==> config.mk <==
export PLATFORM = sky130hd
export DESIGN_NAME = fsm_flat
export DESIGN_NICKNAME = d
export VERILOG_FILES = /design/src/rtl/fsm_if.sv /design/src/rtl/fsm.sv /design/src/flat_wrapper.sv
export SDC_FILE = /design/constraint.sdc
export NUM_CORES = 1
export LEC_CHECK = 0
export CAP_MARGIN = 0
export CORE_AREA = 2 2 39 41
export CTS_BUF_LIST = sky130_fd_sc_hd__clkbuf_8
export CTS_CLUSTER_DIAMETER = 60
export CTS_CLUSTER_SIZE = 12
export DETAILED_ROUTE_END_ITERATION = 8
export DIE_AREA = 0 0 41 43
export SLEW_MARGIN = 20
export SYNTH_ARGS = -nofsm -noshare
export SYNTH_HDL_FRONTEND = slang
export SYNTH_SLANG_ARGS = --single-unit
==> constraint.sdc <==
create_clock -name clk -period 1.3 [get_ports clk]
set_input_delay 0.26 -clock clk [delete_from_list [all_inputs] [get_ports clk]]
set_output_delay 0.26 -clock clk [all_outputs]
set_load 0.005 [all_outputs]
==> src/rtl/fsm_if.sv <==
`default_nettype none
// +------------------------------------------------------------------+
// | fsm_if : serial bit in / match flag out for the pattern detector |
// | Rev 1.0                                                          |
// +------------------------------------------------------------------+
interface fsm_if;
  logic in;
  logic out;

  modport master (output in, input out);
  modport slave  (input in, output out);
endinterface
`default_nettype wire

==> src/rtl/fsm.sv <==
`default_nettype none
// +------------------------------------------------------------------+
// | fsm : Moore serial pattern detector, KMP fallback table derived  |
// |       from PATTERN at elaboration time.      Rev 1.0             |
// +------------------------------------------------------------------+
module fsm #(
  parameter int               WIDTH   = 4,
  parameter logic [WIDTH-1:0] PATTERN = 4'b1011,
  parameter bit               OVERLAP = 1'b1
) (
  input  logic  clk,
  input  logic  rst,
  fsm_if.slave  bus
);

  localparam int SW = $clog2(WIDTH + 1);

  typedef logic [SW-1:0] state_t;

  localparam state_t S_IDLE  = '0;
  localparam state_t S_MATCH = state_t'(WIDTH);

  // Longest proper border of PATTERN (prefix that is also a suffix).
  function automatic int border();
    int best;
    bit ok;
    best = 0;
    for (int j = 1; j < WIDTH; j++) begin
      ok = 1'b1;
      for (int m = 0; m < j; m++)
        if (PATTERN[WIDTH-1-m] != PATTERN[j-1-m]) ok = 1'b0;
      if (ok) best = j;
    end
    return best;
  endfunction

  // Longest prefix of PATTERN that ends the string (first k pattern bits, then b).
  function automatic int step(input int k, input bit b);
    int best;
    int idx;
    bit ok;
    bit sb;
    best = 0;
    for (int j = 1; j <= k + 1; j++) begin
      ok = 1'b1;
      for (int m = 0; m < j; m++) begin
        idx = k + 1 - j + m;
        sb  = (idx == k) ? b : PATTERN[WIDTH-1-idx];
        if (sb != PATTERN[WIDTH-1-m]) ok = 1'b0;
      end
      if (ok) best = j;
    end
    return best;
  endfunction

  localparam int FAIL_K = OVERLAP ? border() : 0;

  state_t nxt0 [WIDTH+1];
  state_t nxt1 [WIDTH+1];

  for (genvar k = 0; k <= WIDTH; k++) begin : g_state
    localparam int KE = (k == WIDTH) ? FAIL_K : k;
    localparam int N0 = step(KE, 1'b0);
    localparam int N1 = step(KE, 1'b1);
    assign nxt0[k] = state_t'(N0);
    assign nxt1[k] = state_t'(N1);
  end

  state_t state;
  state_t state_nxt;

  always_ff @(posedge clk or negedge rst) begin
    if (!rst) state <= S_IDLE;
    else      state <= state_nxt;
  end

  // Codes above S_MATCH are unreachable; they fall back to idle.
  always_comb begin
    state_nxt = S_IDLE;
    if (state <= S_MATCH)
      state_nxt = bus.in ? nxt1[state] : nxt0[state];
  end

  assign bus.out = (state == S_MATCH);

endmodule
`default_nettype wire

==> src/flat_wrapper.sv <==
// flat-port wrapper written by rule: the top's interface ports become plain ports
module fsm_flat 
#(
  parameter int               WIDTH   = 4,
  parameter logic [WIDTH-1:0] PATTERN = 4'b1011,
  parameter bit               OVERLAP = 1'b1
)
  (clk, rst, bus_in, bus_out);
  fsm_if bus_i ();
  input  logic clk;
  input  logic rst;
  input wire logic [$bits(bus_i.in)-1:0] bus_in;
  output wire logic [$bits(bus_i.out)-1:0] bus_out;
  assign bus_i.in = bus_in;
  assign bus_out = bus_i.out;
  fsm #(.WIDTH(WIDTH), .PATTERN(PATTERN), .OVERLAP(OVERLAP)) u_core (.clk(clk), .rst(rst), .bus(bus_i));
endmodule
; ---- After elaboration in Yosys (flattened, before gate mapping)
; Memory sizes are Yosys's and may differ from the RTL's.
; Index checks and enable logic that the tools add are counted.
[classes]
n_lt_le_gt_ge = 2
mux = 6
n_bitwise = 1
eq_ne = 1
[op_table]
columns = op, count
row1 = 3-bit two-way mux, 6
row2 = 4-bit greater-or-equal comparator (second input constant), 1
row3 = 3-bit NOT with 4-bit output, 1
row4 = 3-bit equality test (second input constant), 1
row5 = 3-bit less-or-equal comparator (second input constant), 1
[word_totals]
register_bits = 3
rom_bits = 48
output_inout_bits = 1
mem_count = 2
inputBits = 3
[memory_table]
columns = memory, words, width, read_ports, rd_ports_with_merged_regs, write_ports, line
row1 = (no name shown), 8, 3, 1, 0, 0, fsm.sv:81  ; state_nxt = bus.in ? nxt1[state] : nxt0[state];
row2 = (no name shown), 8, 3, 1, 0, 0, fsm.sv:81

; ---- Longest topological paths before layout
; Gate-level depths: netlist of run 1.
[logic_depth]
word_depth = 6
ltp_mapped = 2

; ---- Worst setup path after synthesis of run 1
; Ideal clock, no wire load.
[synth_timing]
path_type = flip-flop to flip-flop
startpoint = reg u_core.state[0]
endpoint = reg u_core.state[1]
setup_slack_ps = 256
t_required_ps = 1210
arrival_ps = 953
n_path_buf = 0
path_stages_with_launch = 3
path_cell_list = dfrtp_1 or4b_1 o221ai_1
[synth_via]
elab_chain_len = 6
[synth_lines]
columns = item, line
row1 = from (decl), fsm.sv:69  ; state_t state;
row2 = from (signal assigned), fsm.sv:74  ; else state <= state_nxt;
row3 = 3-bit NOT with 4-bit output (implied by the code), fsm.sv:81
row4 = memory read 8 x 3 bit, --
row5 = 3-bit two-way mux (implied by the code) (2 in a row), fsm.sv:81
row6 = 3-bit two-way mux, fsm.sv:81
row7 = 3-bit two-way mux (*), fsm.sv:80  ; if (state <= S_MATCH)
row8 = net u_core.state_nxt[1], fsm.sv:70  ; state_t state_nxt;
; The timed path passes the listed nets; every way through them passes the cells marked *. The select of a mux whose other input is x is not followed.

; ---- Worst setup path in the final report of run 1
[layout_timing]
startpoint = reg u_core.state[1]
endpoint = out bus_out
[layout_via]
elab_chain_len = 1
[layout_lines]
columns = item, line
row1 = 3-bit equality test, fsm.sv:84  ; assign bus.out = (state == S_MATCH);
row2 = to (decl), flat_wrapper.sv:13  ; output wire logic [$bits(bus_i.out)-1:0] bus_out;
; No other way between the ends.

==> results of run 1 <==
worst paths after layout:
kind / startpoint / end / depth (start not counted)
min in group clk: u_core.state[0] / u_core.state[1] / 2
max in group asynchronous: rst / u_core.state[2] / 1
worst min-delay path: rst / u_core.state[0] / 1
worst min register to register: u_core.state[0] / u_core.state[1] / 2
worst max-delay path: u_core.state[1] / bus_out / 3
worst max register to register: u_core.state[0] / u_core.state[1] / 3
power groups by stage:
stage	Sequential (mW)	Clock, mW	Combinational [mW]
final	0.106	0.256	0.0516
after global routing	0.107	0.275	0.0555
after CTS	0.106	0.264	0.0515
after detailed placement	0.107	0	0.0464
after global placement	0.107	0	0.0462
after floorplan	0.110	0	0.0159
kinds of logic after synthesis:
logic type | Yosys count
buffers and inverters | 1
AO/OA/AOI/OAI | 3
flip-flops | 3
AND/OR/NAND/NOR | 6
timing repair:
item	4_1_cts	5_1_grt
gates resized for setup	4	0
buffers inserted	1	0
setup endpoints to repair	1	0
endpoints found under the hold margin	0	0
per-layer routing:
metal / wire (microns) / global-route usage (%)
met1: 123 / 3.56
met2: 157 / 5.31
met3: 20 / 4.71
met4: 0 / 8.00
met5: 0 / 0
synthesized netlist by cell type:
| cell | instances |
|---|---|
| sky130_fd_sc_hd__or4b_1 | 1 |
| sky130_fd_sc_hd__dfrtp_1 | 3 |
| sky130_fd_sc_hd__o21a_1 | 1 |
| sky130_fd_sc_hd__and2_1 | 1 |
| sky130_fd_sc_hd__inv_1 | 1 |
| sky130_fd_sc_hd__a21oi_1 | 1 |
| sky130_fd_sc_hd__nor2_1 | 2 |
| sky130_fd_sc_hd__or2b_1 | 1 |
| sky130_fd_sc_hd__o221ai_1 | 1 |
| sky130_fd_sc_hd__nand3b_1 | 1 |
final cells by class:
type,instances,share of cell area (%)
clock buffer,3,15.5
sequential,3,28.2
timing repair buffer,8,23.5
inverter,1,1.41
clock inverter,1,1.41
multi-input combinational,9,22.5
tap,16,7.51
==> reports/metrics.csv, run 1 <==
metric,value,unit
floorplan.die.height,43,microns
core,1380,sq um
final_min_period_over_clock_period,92.8,%
number_of_slew_limit_violations_in_the_final_report,0,
mappedNetlistNets,16,
initial_utilization,10.0,%
yosys_warnings,0,
share_comb_of_total_power,12.5,%
place.gp.congestion,0.632,
n_antenna_cell,0,
synthMuxAreaShare,0,%
drt-total-wl,301,microns
post_drt_via_cell_ratio,3.17,
timing.fmax,829,MHz
timing.hold.ws,0.238,ns
cell_rows,14,
port_buffers,3,
clk_pin_slew_worst_paths,0.03,ns
num_io_pins,4,
gr_overflow_total,0,
r2r_slack,0.12,ns
hpwl,239,microns
critical_path_required,1.04,ns
num-nets-final,29,
critical_path.endpoint_type,primary output,
clock_insertion_delay_worst_skew,0.21,ns
criticalPathCategory,reg2out,
clock_sink_count,3,
clock_skew,0.000411,ns
max-cap-violations,0,
final_total_negative_setup_slack,0,ns
worstHoldPathType,in2async,
multi_input_area,60.1,sq um
layout.cells.non_filler,41,
grt_setup_unrepaired,false,
finalCoreUtilization,19.3,%
largest_net_degree_at_the_start_of_global_routing,6,
cellPowerDensity,1550,nW/um^2
postLayoutCellArea,267,sq um
post-route-min-period,1.21,ns
power.total,0.414,mW
clock_path_buffers,2,
post_synthesis_share_of_cell_area_spent_on_full_adders_half_adders_and_majority_gates,0,%
critical_path.max_stage_delay,0.37,ns
actual_transition_at_the_worst_max_transition_pin,0.154,ns
regArea,75.1,sq um
post_synthesis_sequential_area_ratio,54.1,%
layout_commonest_cell,sky130_fd_sc_hd__buf_4,
reg.largest.list,u_core.state: 3 flops,
yosysTopAreaCell,sky130_fd_sc_hd__dfrtp_1,
synth_compound_area_share,15.3,%
report.final.setup_viol,0,
die_area,1760,sq um
htreeDepth,1,
yosysTopAreaCellShare,54.1,%
synth.lib_cells_used.distinct,10,
critPathBufInv,1,
synthesis.instances,13,
commonest_cells_after_routing_fill_and_taps_aside,"5 x sky130_fd_sc_hd__buf_4, 3 x sky130_fd_sc_hd__clkbuf_8, 3 x sky130_fd_sc_hd__dfrtp_1",
registers.top_by_ff_count,u_core.state,
p_clk_share,61.9,%
first_pass_iteration_count_of_the_detailed_router,2,
netSwitchingFraction,19.1,%
route.detailed.wl_per_inst,7.34,microns
internal-power,0.335,mW
timing.critical_path.max_delay_family,flip-flops,
postCtsHoldBufs,0,
place.detailed.instances,36,
flip_flop_count_of_the_largest_register_all_copies_and_words_added,3,
yosys_reg_bits,3,
tritoncts,yes,
start_kind,register,
die_width,41,microns
drt_iter0_markers,3,
numCtsBuffers,3,
syn_area_cell,10.7,sq um
post_synth_and_or_nand_nor_area_fraction,27.9,%
synth_top_family_by_area,simple AND/OR/NAND/NOR gates,
timing.critical_path.fanout_max,2,
slowest_stage,sky130_fd_sc_hd__dfrtp_1,
run_status,finished clean,
cp_cell_sequence,nor2_1 > and2_1 > buf_2,
drive_above_1_share,36.0,%
track_usage,4.93,%
remaining_drc_errors,0,
seq_power_share,25.7,%
grt_pass1_vias,131,
antenna_found_initial,0,
maxSlewHeadroom,89.7,%
final_critical_path_setup_slack,0.0942,ns
clock-root-buffer,sky130_fd_sc_hd__clkbuf_8,
cellLeakagePower,0.128,nW
grt_first_pass_wirelength,455,microns
timing.critical_path.arrival,0.95,ns
synthXorXnorAreaFrac,0,%
area_growth,91.9,%
synthesis.area,139,sq um
layout.filler_cells,159,
drtAntennaViolNets,0,
dr_total_vias,130,
final-hold-violation-count,0,
yosys-top-cells-area,"sky130_fd_sc_hd__dfrtp_1 54%, sky130_fd_sc_hd__or4b_1 7.2%, sky130_fd_sc_hd__o221ai_1 6.3%",
preCtsSetupSlack,-0.0783,ns
power.switching,0.0791,mW
worst_ir_drop_vdd,0.329,mV
placed_area,219,sq um
Power figures use the tool's default switching activity.
==> run 2: changes to the inputs <==
==> constraint.sdc (replaced) <==
create_clock -name clk -period 1 [get_ports clk]
set_input_delay 0.2 -clock clk [delete_from_list [all_inputs] [get_ports clk]]
set_output_delay 0.2 -clock clk [all_outputs]
set_load 0.005 [all_outputs]
==> run 2 against run 1 <==
Effect of this change:
- the flow now finishes with violations (negative setup slack)
- global-route usage increased by 0.81 points
- cell area increased by 17%
- core utilization increased by 3.3 points
- flip-flop and latch count unchanged
- non-clock buffer count increased by 3
- count of clock-buffer cells in the layout unchanged
- register-to-register slack got worse by 0.31 ns
- sequential share of layout area decreased by 4.2 points
==> reports/metrics.csv, run 2 (same netlist as run 1, synthesis figures left out) <==
metric,value,unit,change
place.detailed.instances,36,,unchanged
critical_path.endpoint_type,register,,was primary output
start_point_of_the_critical_path,u_core.state[1],,unchanged
port_buffers,3,,unchanged
clock_path_buffers,2,,unchanged
cell_rows,14,,unchanged
first_pass_iteration_count_of_the_detailed_router,1,,was 2
n_antenna_cell,0,,unchanged
flip_flop_count_of_the_largest_register_all_copies_and_words_added,3,,unchanged
post_drt_via_cell_ratio,3.34,,was 3.17
seq_power_share,24.2,%,was 25.7%
antenna_found_initial,0,,unchanged
track_usage,5.74,%,was 4.93%
setup.worst_path.end,u_core.state[1],,was bus_out
worstHoldPathType,in2async,,unchanged
critical_path_required,1.12,ns,was 1.04 ns
netSwitchingFraction,20.5,%,was 19.1%
num_io_pins,4,,unchanged
clock_insertion_delay_worst_skew,0.21,ns,about the same
run_status,"finished, violations left",,was finished clean
tritoncts,yes,,unchanged
internal-power,0.462,mW,was 0.335 mW
die_area,1760,sq um,unchanged
route.detailed.wl_per_inst,7.80,microns,was 7.34 microns
share_comb_of_total_power,17.9,%,was 12.5%
p_clk_share,57.9,%,was 61.9%
final_min_period_over_clock_period,119,%,
final-hold-violation-count,0,,unchanged
drtAntennaViolNets,0,,unchanged
final_critical_path_setup_slack,-0.192,ns,was 0.0942 ns
clk_pin_slew_worst_paths,0.03,ns,about the same
drt-total-wl,343,microns,was 301 microns
commonest_cells_after_routing_fill_and_taps_aside,"6 x sky130_fd_sc_hd__buf_4, 3 x sky130_fd_sc_hd__clkbuf_8, 3 x sky130_fd_sc_hd__dfrtp_1",,"was 5 x sky130_fd_sc_hd__buf_4, 3 x sky130_fd_sc_hd__clkbuf_8, 3 x sky130_fd_sc_hd__dfrtp_1"
worst_ir_drop_vdd,0.640,mV,was 0.329 mV
cp_cell_sequence,buf_6 > or4b_4 > o221ai_2,,was nor2_1 > and2_1 > buf_2
numCtsBuffers,3,,unchanged
grt_pass1_vias,169,,was 131
postCtsHoldBufs,0,,unchanged
start_kind,register,,unchanged
clock_sink_count,3,,unchanged
report.final.setup_viol,2,,was 0
grt_first_pass_wirelength,627,microns,was 455 microns
drt_iter0_markers,0,,was 3
area_growth,125,%,was 91.9%
cellPowerDensity,1860,nW/um^2,was 1550 nW/um^2
regToRegEndpoint,u_core.state[1],,unchanged
criticalPathCategory,reg2reg,,was reg2out
largest_net_degree_at_the_start_of_global_routing,5,,was 6
critical_path.max_stage_delay,0.51,ns,was 0.37 ns
slowest_stage,sky130_fd_sc_hd__or4b_4,,was sky130_fd_sc_hd__dfrtp_1
initial_utilization,10.0,%,unchanged
actual_transition_at_the_worst_max_transition_pin,0.172,ns,was 0.154 ns
timing.critical_path.arrival,1.31,ns,was 0.95 ns
maxSlewHeadroom,88.6,%,was 89.7%
gr_overflow_total,0,,unchanged
number_of_slew_limit_violations_in_the_final_report,0,,unchanged
power.switching,0.119,mW,was 0.0791 mW
layout.cells.non_filler,44,,was 41
cellLeakagePower,0.148,nW,was 0.128 nW
postLayoutCellArea,313,sq um,was 267 sq um
die_width,41,microns,unchanged
max-cap-violations,0,,unchanged
timing.fmax,839,MHz,
post-route-min-period,1.19,ns,
core,1380,sq um,unchanged
htreeDepth,1,,unchanged
clock_skew,0.00299,ns,was 0.000411 ns
placed_area,219,sq um,unchanged
reg.largest.list,u_core.state: 3 flops,,unchanged
r2r-start,u_core.state[1],,was u_core.state[0]
clock-root-buffer,sky130_fd_sc_hd__clkbuf_8,,unchanged
drive_above_1_share,57.1,%,was 36.0%
place.gp.congestion,0.630,,was 0.632
depth_of_the_worst_register_to_register_path,3,,unchanged
layout_commonest_cell,sky130_fd_sc_hd__buf_4,,unchanged
grt_setup_unrepaired,true,,was false
hpwl,204,microns,was 239 microns
floorplan.die.height,43,microns,unchanged
registers.top_by_ff_count,u_core.state,,unchanged
failed_checks,negative setup slack,,
remaining_drc_errors,0,,unchanged
dr_total_vias,147,,was 130
r2r_slack,-0.19,ns,was 0.12 ns
timing.critical_path.fanout_max,2,,unchanged
num-nets-final,32,,was 29
-- run 2: cell count changes in the layout (fill, tap and decap cells not counted), sizes merged --
cell / delta
buf: +3
-- run 2: power groups by stage --
stage	clock network (mW)	logic [mW]	registers [mW]
after CTS	0.349	0.0917	0.140
after detailed placement	0	0.0616	0.139
after floorplan	0	0.0206	0.143
after global placement	0	0.0602	0.138
after global routing	0.361	0.113	0.143
final	0.336	0.104	0.141
-- run 2: how the worst min path moves through the flow --
stage	depth (start not counted)	end	slack (ns)	startpoint
after floorplan	0	u_core.state[0]	-0.1	rst
after detailed placement	1	u_core.state[2]	0.40	rst
after CTS	1	u_core.state[2]	0.17	rst
after global routing	1	u_core.state[2]	0.18	rst
after global placement	1	u_core.state[2]	0.39	rst
final	1	u_core.state[2]	0.17	rst
-- run 2: repair_timing --
item | 4_1_cts | 5_1_grt
buffers inserted | 3 | 1
resized for setup | 9 | 1
pin swaps | 3 | 1
endpoints found under the setup margin | 2 | 3
-- run 2: routing by layer --
metal | vias to the layer above | routed length [microns] | track usage, %
met5 | - | 0 | 0
met4 | 0 | 0 | 6.00
met3 | 0 | 15 | 3.14
met2 | 2 | 190 | 8.44
met1 | 70 | 137 | 4.87
li1 | 75 | - | -
-- run 2: area by class of cell --
cell class / instances / area, sq um
timing repair buffer: 11 / 92.6
clock inverter: 1 / 3.75
tap: 16 / 20.0
fill: 168 / 1070
inverter: 1 / 3.75
multi-input combinational: 9 / 76.3
clock buffer: 3 / 41.3
sequential: 3 / 75.1
-- run 2: through the flow --
stage / power (mW) / setup WS, ns / hold WS (ns) / setup TNS (ns) / utilization, %
2_1_floorplan: 0.163 / -0.0437 / -0.0956 / -0.0437 / -
3_3_place_gp: 0.198 / -0.329 / 0.392 / -0.720 / 15.8
3_5_place_dp: 0.200 / -0.330 / 0.396 / -0.732 / 15.8
4_1_cts: 0.581 / -0.175 / 0.171 / -0.325 / 21.8
5_1_grt: 0.617 / -0.218 / 0.176 / -0.433 / 22.6
6_report: 0.581 / -0.192 / 0.170 / -0.346 / 22.6
-- run 2: worst max-delay path: cells and delay by family (launching register included) --
family                 cells  cell delay [ns]
AOI/OAI and AO/OA          1             0.08
DFF                        1             0.39
buffers and inverters      1             0.12
and+or+nand+nor            1             0.51
